==> src/rtl/wb_gpio_if.sv <==
// Wishbone B3 classic bus bundle between the SoC initiator and the GPIO responder.
// The master modport faces the initiator and the slave modport faces wb_gpio_slave.
interface wb_gpio_if #(
    parameter int ADDR_WIDTH = 5
);
    logic [ADDR_WIDTH-1:0] adr;
    logic [31:0]           wdata;
    logic [3:0]            sel;
    logic                  we;
    logic                  cyc;
    logic                  stb;
    logic [31:0]           rdata;
    logic                  ack;

    modport master (
        output adr, wdata, sel, we, cyc, stb,
        input  rdata, ack
    );

    modport slave (
        input  adr, wdata, sel, we, cyc, stb,
        output rdata, ack
    );
endinterface

==> src/rtl/wb_gpio_slave.sv <==
// Wishbone B3 classic GPIO bank: OUT/DIR/SET/CLR registers and a 2-flop input synchronizer.
// Define WB_GPIO_IRQ_EN to add edge-triggered interrupt registers (MASK/STATUS/EDGE) and irq_o.
module wb_gpio_slave #(
    parameter int GPIO_WIDTH = 8,
    parameter int ADDR_WIDTH = 5
) (
    input  logic                  wb_clk_i,
    input  logic                  wb_rst_n_i,
    wb_gpio_if.slave              wb,
    input  logic [GPIO_WIDTH-1:0] gpio_i,
    output logic [GPIO_WIDTH-1:0] gpio_o,
    output logic [GPIO_WIDTH-1:0] gpio_dir_o,
    output logic                  irq_o
);

    typedef enum logic [2:0] {
        REG_IN     = 3'd0,
        REG_OUT    = 3'd1,
        REG_DIR    = 3'd2,
        REG_SET    = 3'd3,
        REG_CLR    = 3'd4,
        REG_MASK   = 3'd5,
        REG_STATUS = 3'd6,
        REG_EDGE   = 3'd7
    } reg_e;

    logic                  req;
    logic [31:0]           rd_word;
    logic [GPIO_WIDTH-1:0] sync1_q, sync2_q;
    logic [GPIO_WIDTH-1:0] out_q, dir_q;
    logic                  wr_q;
    reg_e                  wreg_q;
    logic [GPIO_WIDTH-1:0] wd_q, wm_q;
    logic                  unused_bits;

`ifdef WB_GPIO_IRQ_EN
    logic [GPIO_WIDTH-1:0] prev_q, mask_q, status_q, edge_q, edge_hit;
    logic                  irq_q;
`endif

    // Only the GPIO_WIDTH low bits, their byte lanes and the word address are consumed.
    assign unused_bits = ^{wb.adr[1:0], wb.wdata, wb.sel};

    function automatic logic [GPIO_WIDTH-1:0] lane_gate(input logic [31:0] d, input logic [3:0] s);
        for (int i = 0; i < GPIO_WIDTH; i++) lane_gate[i] = d[i] & s[i / 8];
    endfunction

    function automatic logic [31:0] widen(input logic [GPIO_WIDTH-1:0] v);
        widen = '0;
        widen[GPIO_WIDTH-1:0] = v;
    endfunction

    // Anything at or above byte offset 0x20 is unmapped.
    function automatic logic in_map(input logic [ADDR_WIDTH-1:0] a);
        in_map = ((a >> 5) == '0);
    endfunction

    // A new request is taken only when no ack is outstanding, giving ack,idle,ack on a held strobe.
    assign req = wb.cyc & wb.stb & ~wb.ack;

    // NOTE: every variable driven in always_comb gets a default first so no latch is inferred.
    always_comb begin
        rd_word = '0;
        if (in_map(wb.adr)) begin
            case (reg_e'(wb.adr[4:2]))
                REG_IN:     rd_word = widen(sync2_q);
                REG_OUT:    rd_word = widen(out_q);
                REG_DIR:    rd_word = widen(dir_q);
`ifdef WB_GPIO_IRQ_EN
                REG_MASK:   rd_word = widen(mask_q);
                REG_STATUS: rd_word = widen(status_q);
                REG_EDGE:   rd_word = widen(edge_q);
`endif
                default:    rd_word = '0;
            endcase
        end
    end

    // NOTE: asynchronous active-low reset; all state, including write-capture flops, returns to 0.
    always_ff @(posedge wb_clk_i or negedge wb_rst_n_i) begin
        if (!wb_rst_n_i) begin
            wb.ack   <= 1'b0;
            wb.rdata <= '0;
            sync1_q  <= '0;
            sync2_q  <= '0;
            out_q    <= '0;
            dir_q    <= '0;
            wr_q     <= 1'b0;
            wreg_q   <= REG_IN;
            wd_q     <= '0;
            wm_q     <= '0;
        end else begin
            // NOTE: non-blocking assignments so every flop samples pre-edge values of the others.
            sync1_q  <= gpio_i;
            sync2_q  <= sync1_q;
            wb.ack   <= req;
            wb.rdata <= (req && !wb.we) ? rd_word : '0;

            // Write is captured at request time so it still commits if cyc drops during the ack cycle.
            wr_q <= req & wb.we & in_map(wb.adr);
            if (req) begin
                wreg_q <= reg_e'(wb.adr[4:2]);
                wd_q   <= lane_gate(wb.wdata, wb.sel);
                wm_q   <= lane_gate(32'hFFFF_FFFF, wb.sel);
            end

            if (wr_q) begin
                case (wreg_q)
                    REG_OUT: out_q <= (out_q & ~wm_q) | wd_q;
                    REG_DIR: dir_q <= (dir_q & ~wm_q) | wd_q;
                    REG_SET: out_q <= out_q | wd_q;
                    REG_CLR: out_q <= out_q & ~wd_q;
                    default: ;
                endcase
            end
        end
    end

    assign gpio_o     = out_q;
    assign gpio_dir_o = dir_q;

`ifdef WB_GPIO_IRQ_EN
    assign edge_hit = (edge_q & sync2_q & ~prev_q) | (~edge_q & ~sync2_q & prev_q);

    always_ff @(posedge wb_clk_i or negedge wb_rst_n_i) begin
        if (!wb_rst_n_i) begin
            prev_q   <= '0;
            mask_q   <= '0;
            status_q <= '0;
            edge_q   <= '0;
            irq_q    <= 1'b0;
        end else begin
            prev_q <= sync2_q;
            if (wr_q && wreg_q == REG_MASK) mask_q <= (mask_q & ~wm_q) | wd_q;
            if (wr_q && wreg_q == REG_EDGE) edge_q <= (edge_q & ~wm_q) | wd_q;
            // OR-ing the edge in after the clear lets a coincident edge win over W1C.
            status_q <= (status_q & ~((wr_q && wreg_q == REG_STATUS) ? wd_q : '0)) | edge_hit;
            irq_q    <= |(status_q & mask_q);
        end
    end

    assign irq_o = irq_q;
`else
    assign irq_o = 1'b0;
`endif

endmodule

==> src/flat_wrapper.sv <==
// flat-port wrapper written by rule: the top's interface ports become plain ports
module wb_gpio_slave_flat 
#(
    parameter int GPIO_WIDTH = 8,
    parameter int ADDR_WIDTH = 5
)
  (wb_clk_i, wb_rst_n_i, gpio_i, gpio_o, gpio_dir_o, irq_o, wb_adr, wb_wdata, wb_sel, wb_we, wb_cyc, wb_stb, wb_rdata, wb_ack);
  wb_gpio_if #(.ADDR_WIDTH(ADDR_WIDTH)) wb_i ();
  input  logic wb_clk_i;
  input  logic wb_rst_n_i;
  input  logic [GPIO_WIDTH-1:0] gpio_i;
  output logic [GPIO_WIDTH-1:0] gpio_o;
  output logic [GPIO_WIDTH-1:0] gpio_dir_o;
  output logic irq_o;
  input wire logic [$bits(wb_i.adr)-1:0] wb_adr;
  input wire logic [$bits(wb_i.wdata)-1:0] wb_wdata;
  input wire logic [$bits(wb_i.sel)-1:0] wb_sel;
  input wire logic [$bits(wb_i.we)-1:0] wb_we;
  input wire logic [$bits(wb_i.cyc)-1:0] wb_cyc;
  input wire logic [$bits(wb_i.stb)-1:0] wb_stb;
  output wire logic [$bits(wb_i.rdata)-1:0] wb_rdata;
  output wire logic [$bits(wb_i.ack)-1:0] wb_ack;
  assign wb_i.adr = wb_adr;
  assign wb_i.wdata = wb_wdata;
  assign wb_i.sel = wb_sel;
  assign wb_i.we = wb_we;
  assign wb_i.cyc = wb_cyc;
  assign wb_i.stb = wb_stb;
  assign wb_rdata = wb_i.rdata;
  assign wb_ack = wb_i.ack;
  wb_gpio_slave #(.GPIO_WIDTH(GPIO_WIDTH), .ADDR_WIDTH(ADDR_WIDTH)) u_core (.wb_clk_i(wb_clk_i), .wb_rst_n_i(wb_rst_n_i), .wb(wb_i), .gpio_i(gpio_i), .gpio_o(gpio_o), .gpio_dir_o(gpio_dir_o), .irq_o(irq_o));
endmodule
==> config.mk <==
export PLATFORM = sky130hd
export DESIGN_NAME = wb_gpio_slave_flat
export DESIGN_NICKNAME = d
export VERILOG_FILES = /design/src/rtl/wb_gpio_if.sv /design/src/rtl/wb_gpio_slave.sv /design/src/flat_wrapper.sv
export SDC_FILE = /design/constraint.sdc
export NUM_CORES = 1
export LEC_CHECK = 0
export CORE_MARGIN = 3
export CORE_UTILIZATION = 40
export CTS_CLUSTER_DIAMETER = 60
export DETAILED_ROUTE_END_ITERATION = 7
export PLACE_DENSITY = 0.88
export SYNTH_ARGS = -nofsm -noshare
export SYNTH_HDL_FRONTEND = slang
export SYNTH_SLANG_ARGS = --single-unit
==> constraint.sdc <==
create_clock -name wb_clk_i -period 3 [get_ports wb_clk_i]
set_input_delay 0.6 -clock wb_clk_i [delete_from_list [all_inputs] [get_ports wb_clk_i]]
set_output_delay 0.6 -clock wb_clk_i [all_outputs]
set_load 0.02 [all_outputs]
==> results.py, run 1 <==
metrics = {
    "floorplan": {
        "dieArea_sq_um": 6520,
        "start_util": 0.426,
        "num_rows": 26,
        "die_w_um": 80.7,
        "ioPinCount": 104,
        "coreArea_sq_um": 5240,
        "dieHeight_um": 80.7,
    },
    "worst_setup_path": {
        "r2r_cells": 2,
        "crit_start": "u_core.gpio_dir_o[6]",
        "timing.rr.end": "u_core.gpio_o[3]",
        "cp-end-kind": "primary output",
        "cp_max_fo": 3,
        "critPathBufInv": 1,
        "cp_num_cells": 1,
        "critPathKind": "flop to primary output",
        "r2r_start": "u_core.wreg_q[0]",
        "cp_cell_sequence": "clkdlybuf4s50_1",
        "cp.required_ps": 2400,
        "cp_slowest_cell": "clkdlybuf4s50_1",
        "cp_top_family": "buffers and inverters",
        "r2r_slack_ps": 1500,
        "slowest_delay_ps": 630,
        "critPathLaunchType": "flop",
        "cp.arrival_ps": 1330,
        "setup.worst_path.end": "gpio_dir_o[6]",
    },
    "pwr": {
        "p_per_area_nw_per_um2": 608,
        "peakVddDrop_uv": 274,
        "net-switching-power_mw": 0.499,
        "p_sw_frac": 0.296,
        "pwr-share-comb": 0.245,
        "p_leak_nw": 1.23,
        "seq_power_share": 0.539,
        "power.internal_mw": 1.18,
        "clkPwrFrac": 0.216,
    },
    "final_layout": {
        "fin_nets": 297,
        "design_area_sq_um": 2770,
        "mostFrequentLayoutCell": "dfrtp_1",
        "drive_above_1_share": 0.103,
        "area_delta_synth_final_pct": 23.9,
        "antenna_cells": 0,
        "utilization": 0.528,
        "fillers": 474,
        "final_cell_mix": "54 x dfrtp_1, 48 x clkdlybuf4s50_1, 25 x nand2_1, 25 x conb_1, 16 x a21oi_1",
    },
    "cts": {
        "post_cts_buffers": 0,
        "cts_hold_buf": 0,
        "cts_buffers": 5,
        "cts_resized": 0,
        "path_clk_slew_ps": 80,
        "root_buffer": "clkbuf_8",
        "cts.path.max_buffers": 2,
        "insertion_delay_ps": 300,
        "clkSinkCount": 54,
        "cts_tree": "yes",
        "htreeDepth": 2,
    },
    "global_route": {
        "grt_max_degree": 32,
        "antenna_found_initial": 0,
        "grt_pass1_wl_um": 6760,
        "track_usage": 0.137,
        "overflow": 0,
        "grt_pass1_vias": 1431,
    },
    "synth": {
        "syn-cell-area_sq_um": 2230,
        "ys_types": 26,
        "postSynthAreaPerCell_sq_um": 11.6,
        "ys_seq_elements": 54,
        "yosysWarnings": 0,
        "synth_seq_area_share": 0.605,
        "syn_inst": 193,
    },
    "route": {
        "totalWireLength_um": 4200,
        "wl_per_cell_um": 13.4,
        "viasPerCell": 4.67,
        "met3WireLength_um": 391,
        "drt-met1-wl_um": 1690,
        "drt_pass1_iterations": 4,
        "vias": 1461,
        "drc": 0,
        "highest_layer": "met4",
        "wl_met2_um": 2020,
        "ant_nets": 0,
        "drt_iter0_markers": 74,
    },
    "sta": {
        "slew_headroom": 0.395,
        "rsz0062_at_grt": "false",
        "fin_setup_tns_ps": 0,
        "fmax_mhz": 518,
        "finClkSkew_ps": 4.00,
        "tightest_slew_ps": 900,
        "period_share": 0.644,
        "maxSlewViolCount": 0,
        "finalHoldViolations": 0,
        "setup_violations": 0,
        "period_needed_ps": 1930,
    },
    "job": {
        "maxCapViolCount": 0,
    },
    "outcome": {
        "status": "completed",
    },
    "place": {
        "place_congestion": 0.808,
        "dpl-instance-area_sq_um": 2690,
        "port_buffers": 49,
        "hpwlAfterDp_um": 3250,
    },
    "hold_path": {
        "hp-class": "input pin to async pin",
    },
}
[layer usage]
| layer | GRT usage | vias up |
|---|---|---|
| li1 | - | 709 |
| met5 | 0 | - |
| met3 | 0.0314 | 7 |
| met4 | 0.0709 | 0 |
| met1 | 0.175 | 671 |
| met2 | 0.219 | 74 |
[cell families after synthesis]
group,after synthesis,synth area share
AOI/OAI and AO/OA,41,0.117
muxes,12,0.0560
other,1,0.00168
DFF,54,0.605
and+or+nand+nor,50,0.113
buffers and inverters,35,0.107
[sequential cells by signal, summed over array words and instances, names as in the netlist]
signal and count:
u_core.gpio_dir_o 8, u_core.gpio_o 8, u_core.wreg_q 3, u_core.wm_q 1
u_core.sync1_q 8, u_core.sync2_q 8, u_core.wb.ack 1, u_core.wr_q 1
u_core.wb.rdata 8, u_core.wd_q 8
[cells in the mapped netlist]
library cell	number	area, sq um
buf_4	26	195
a2111o_1	1	11.3
clkbuf_2	1	5.00
nand2b_1	1	6.26
conb_1	1	3.75
nand2_1	25	93.8
o21ai_0	8	40.0
and2_1	1	6.26
buf_1	1	3.75
and3b_1	1	8.76
mux2_2	4	45.0
buf_2	1	5.00
a21oi_1	16	80.1
and4bb_2	1	12.5
a211oi_1	8	60.1
mux2i_1	8	80.1
nand3b_1	2	15.0
clkbuf_1	4	15.0
buf_6	1	11.3
or2_2	8	50.1
and2b_2	1	8.76
dfrtp_1	54	1350
nand2_2	1	6.26
inv_1	1	3.75
a22o_1	8	70.1
nor3_1	9	45.0
[power by group through the flow]
stage | sequential [mW] | combinational, mW | clock, mW
2_1_floorplan | 0.972 | 0.176 | 0
3_3_place_gp | 0.916 | 0.410 | 0
3_5_place_dp | 0.922 | 0.416 | 0
4_1_cts | 0.908 | 0.417 | 0.376
5_1_grt | 0.920 | 0.447 | 0.410
6_report | 0.908 | 0.412 | 0.364
[final cells by class]
cell class / instances / area (sq um) / area share
clock buffers: 7 / 76.3 / 0.0276
inverters: 1 / 3.75 / 0.00136
multi-input cells: 128 / 733 / 0.265
flip-flops and latches: 54 / 1350 / 0.488
well taps: 70 / 87.6 / 0.0316
repair buffers: 53 / 515 / 0.186
[stage by stage]
stage	cells	hold WS [ps]	power, mW	setup slack [ps]
floorplan	217	304	1.15	1580
global placement	306	333	1.33	906
detailed placement	306	338	1.34	893
CTS	313	326	1.70	1060
global route	313	350	1.78	1010
finish	313	312	1.68	1070
[worst min-delay path by stage]
stage | start | endpoint | depth (start not counted)
finish | wb_rst_n_i | u_core.wb.rdata[7] | 1
floorplan | wb_rst_n_i | u_core.gpio_dir_o[0] | 0
detailed placement | u_core.sync1_q[5] | u_core.sync2_q[5] | 0
global placement | u_core.sync1_q[6] | u_core.sync2_q[6] | 0
global route | wb_rst_n_i | u_core.gpio_o[0] | 1
CTS | wb_rst_n_i | u_core.wb.rdata[7] | 1
No activity file was read; power rests on OpenSTA's default activity.
==> inputs of run 2 (changes only) <==
clock period = 1.95 ns   (was 3 ns; I/O delays follow)
==> run 2 against run 1 <==
  * Largest power group unchanged
  * Non-clock buffer count increased by 1
  * Global-route usage increased by 0.50 points
  * Count of clock-buffer cells in the layout unchanged
  * Sequential power increased by 54%
  * Register-to-register slack got worse by 1000 ps
  * Cell count increased by 0.64%
  * Total power increased by 58%
  * Critical path depth unchanged
  * Clock power increased by 67%
==> results.py, run 2 (synthesis results as in run 1) <==
metrics = {
    "sta": {
        "finClkSkew_ps": 7.27,
        "tightest_slew_ps": 845,
        "finalHoldViolations": 0,
        "period_needed_ps": 1720,
        "fin_setup_tns_ps": 0,
        "fmax_mhz": 582,
        "period_share": 0.881,
        "maxSlewViolCount": 0,
        "slew_headroom": 0.432,
        "rsz0062_at_grt": "false",
        "worst_slack_ps": 231,
        "setup_violations": 0,
    },
    "final_layout": {
        "mostFrequentLayoutCell": "dfrtp_1",
        "final_cell_mix": "54 x dfrtp_1, 48 x clkdlybuf4s50_1, 25 x nand2_1, 25 x conb_1, 16 x a21oi_1",
        "drive_above_1_share": 0.114,
        "antenna_cells": 0,
        "design_area_sq_um": 2800,
        "area_delta_synth_final_pct": 25.5,
        "fin_nets": 298,
        "multi_input_area_sq_um": 733,
        "seq_area_sq_um": 1350,
        "utilization": 0.535,
        "fillers": 459,
    },
    "route": {
        "wl_per_cell_um": 13.7,
        "viasPerCell": 4.67,
        "drt_pass1_iterations": 4,
        "drt_iter0_markers": 123,
        "vias": 1471,
        "totalWireLength_um": 4310,
        "ant_nets": 0,
        "drc": 0,
    },
    "pwr": {
        "power.internal_mw": 1.87,
        "net-switching-power_mw": 0.786,
        "p_sw_frac": 0.297,
        "total_power_mw": 2.65,
        "p_per_area_nw_per_um2": 946,
        "p_leak_nw": 1.25,
        "peakVddDrop_uv": 345,
        "pwr-share-comb": 0.243,
        "seq_power_share": 0.528,
        "clkPwrFrac": 0.230,
    },
    "cts": {
        "cts_tree": "yes",
        "path_clk_slew_ps": 90,
        "htreeDepth": 2,
        "root_buffer": "clkbuf_8",
        "cts_hold_buf": 0,
        "insertion_delay_ps": 300,
        "cts_resized": 0,
        "post_cts_buffers": 0,
        "cts.path.max_buffers": 2,
        "clkSinkCount": 54,
        "cts_buffers": 5,
    },
    "place": {
        "place_congestion": 0.814,
        "place_ws_ps": 209,
        "port_buffers": 49,
        "dpl-instance-area_sq_um": 2710,
        "hpwlAfterDp_um": 3280,
    },
    "worst_setup_path": {
        "cp_max_fo": 3,
        "cp_cell_sequence": "clkdlybuf4s50_1",
        "critPathLaunchType": "flop",
        "cp-end-kind": "primary output",
        "crit_start": "u_core.gpio_o[7]",
        "critPathKind": "flop to primary output",
        "cp_top_family": "buffers and inverters",
        "cp.required_ps": 1560,
        "slowest_delay_ps": 620,
        "r2r_start": "u_core.wreg_q[0]",
        "cp.arrival_ps": 1330,
        "critPathBufInv": 1,
        "cp_slowest_cell": "clkdlybuf4s50_1",
    },
    "floorplan": {
        "start_util": 0.426,
        "num_rows": 26,
        "ioPinCount": 104,
        "die_w_um": 80.7,
        "dieHeight_um": 80.7,
        "coreArea_sq_um": 5240,
        "dieArea_sq_um": 6520,
    },
    "job": {
        "maxCapViolCount": 0,
    },
    "global_route": {
        "grt_pass1_vias": 1414,
        "antenna_found_initial": 0,
        "grt_max_degree": 55,
        "overflow": 0,
        "track_usage": 0.142,
        "grt_pass1_wl_um": 6930,
    },
    "outcome": {
        "status": "completed",
    },
    "hold_path": {
        "hp-class": "input pin to async pin",
    },
}
==> run 2: cell types whose count changed in the layout (fill, tap and decap cells not counted) <==
cell | before | now
clkinv_2 | 0 | 1
clkbuf_1 | 2 | 1
buf_12 | 0 | 1
clkbuf_8 | 5 | 6
==> run 2: layout make-up <==
type / count / share of cell area
sequential: 54 / 0.482
multi-input combinational: 128 / 0.262
timing repair buffer: 54 / 0.191
tap: 70 / 0.0312
clock buffer: 7 / 0.0308
clock inverter: 1 / 0.00179
inverter: 1 / 0.00134
==> run 2: power groups by stage <==
stage | Clock, mW | Combinational (mW) | Sequential (mW)
finish | 0.609 | 0.644 | 1.40
floorplan | 0 | 0.270 | 1.50
global placement | 0 | 0.634 | 1.41
detailed placement | 0 | 0.650 | 1.42
CTS | 0.623 | 0.652 | 1.40
global route | 0.671 | 0.697 | 1.42
==> run 2: worst paths after layout <==
kind                                      end  depth (start not counted)  slack, ps
max in group asynchronous   u_core.sync1_q[1]                          2       1640
setup / recovery                    gpio_o[7]                          1        230
min in group wb_clk_i       u_core.sync2_q[5]                          0        350
setup reg to reg             u_core.gpio_o[0]                          2        470
hold / removal             u_core.wb.rdata[7]                          2         70
hold reg to reg             u_core.sync2_q[5]                          0        350
==> run 2: per-stage QoR <==
step / instances / hold slack, ps
global placement: 307 / 333
detailed placement: 307 / 337
CTS: 315 / 85.8
finish: 315 / 71.4
global route: 315 / 85.3
floorplan: 217 / 94.4
==> run 2: per-layer routing <==
layer | track usage | wire [um] | share of wire
met5 | 0 | 0 | 0
met4 | 0.0693 | 101 | 0.023
met3 | 0.0314 | 323 | 0.075
met2 | 0.229 | 2120 | 0.49
met1 | 0.181 | 1760 | 0.41
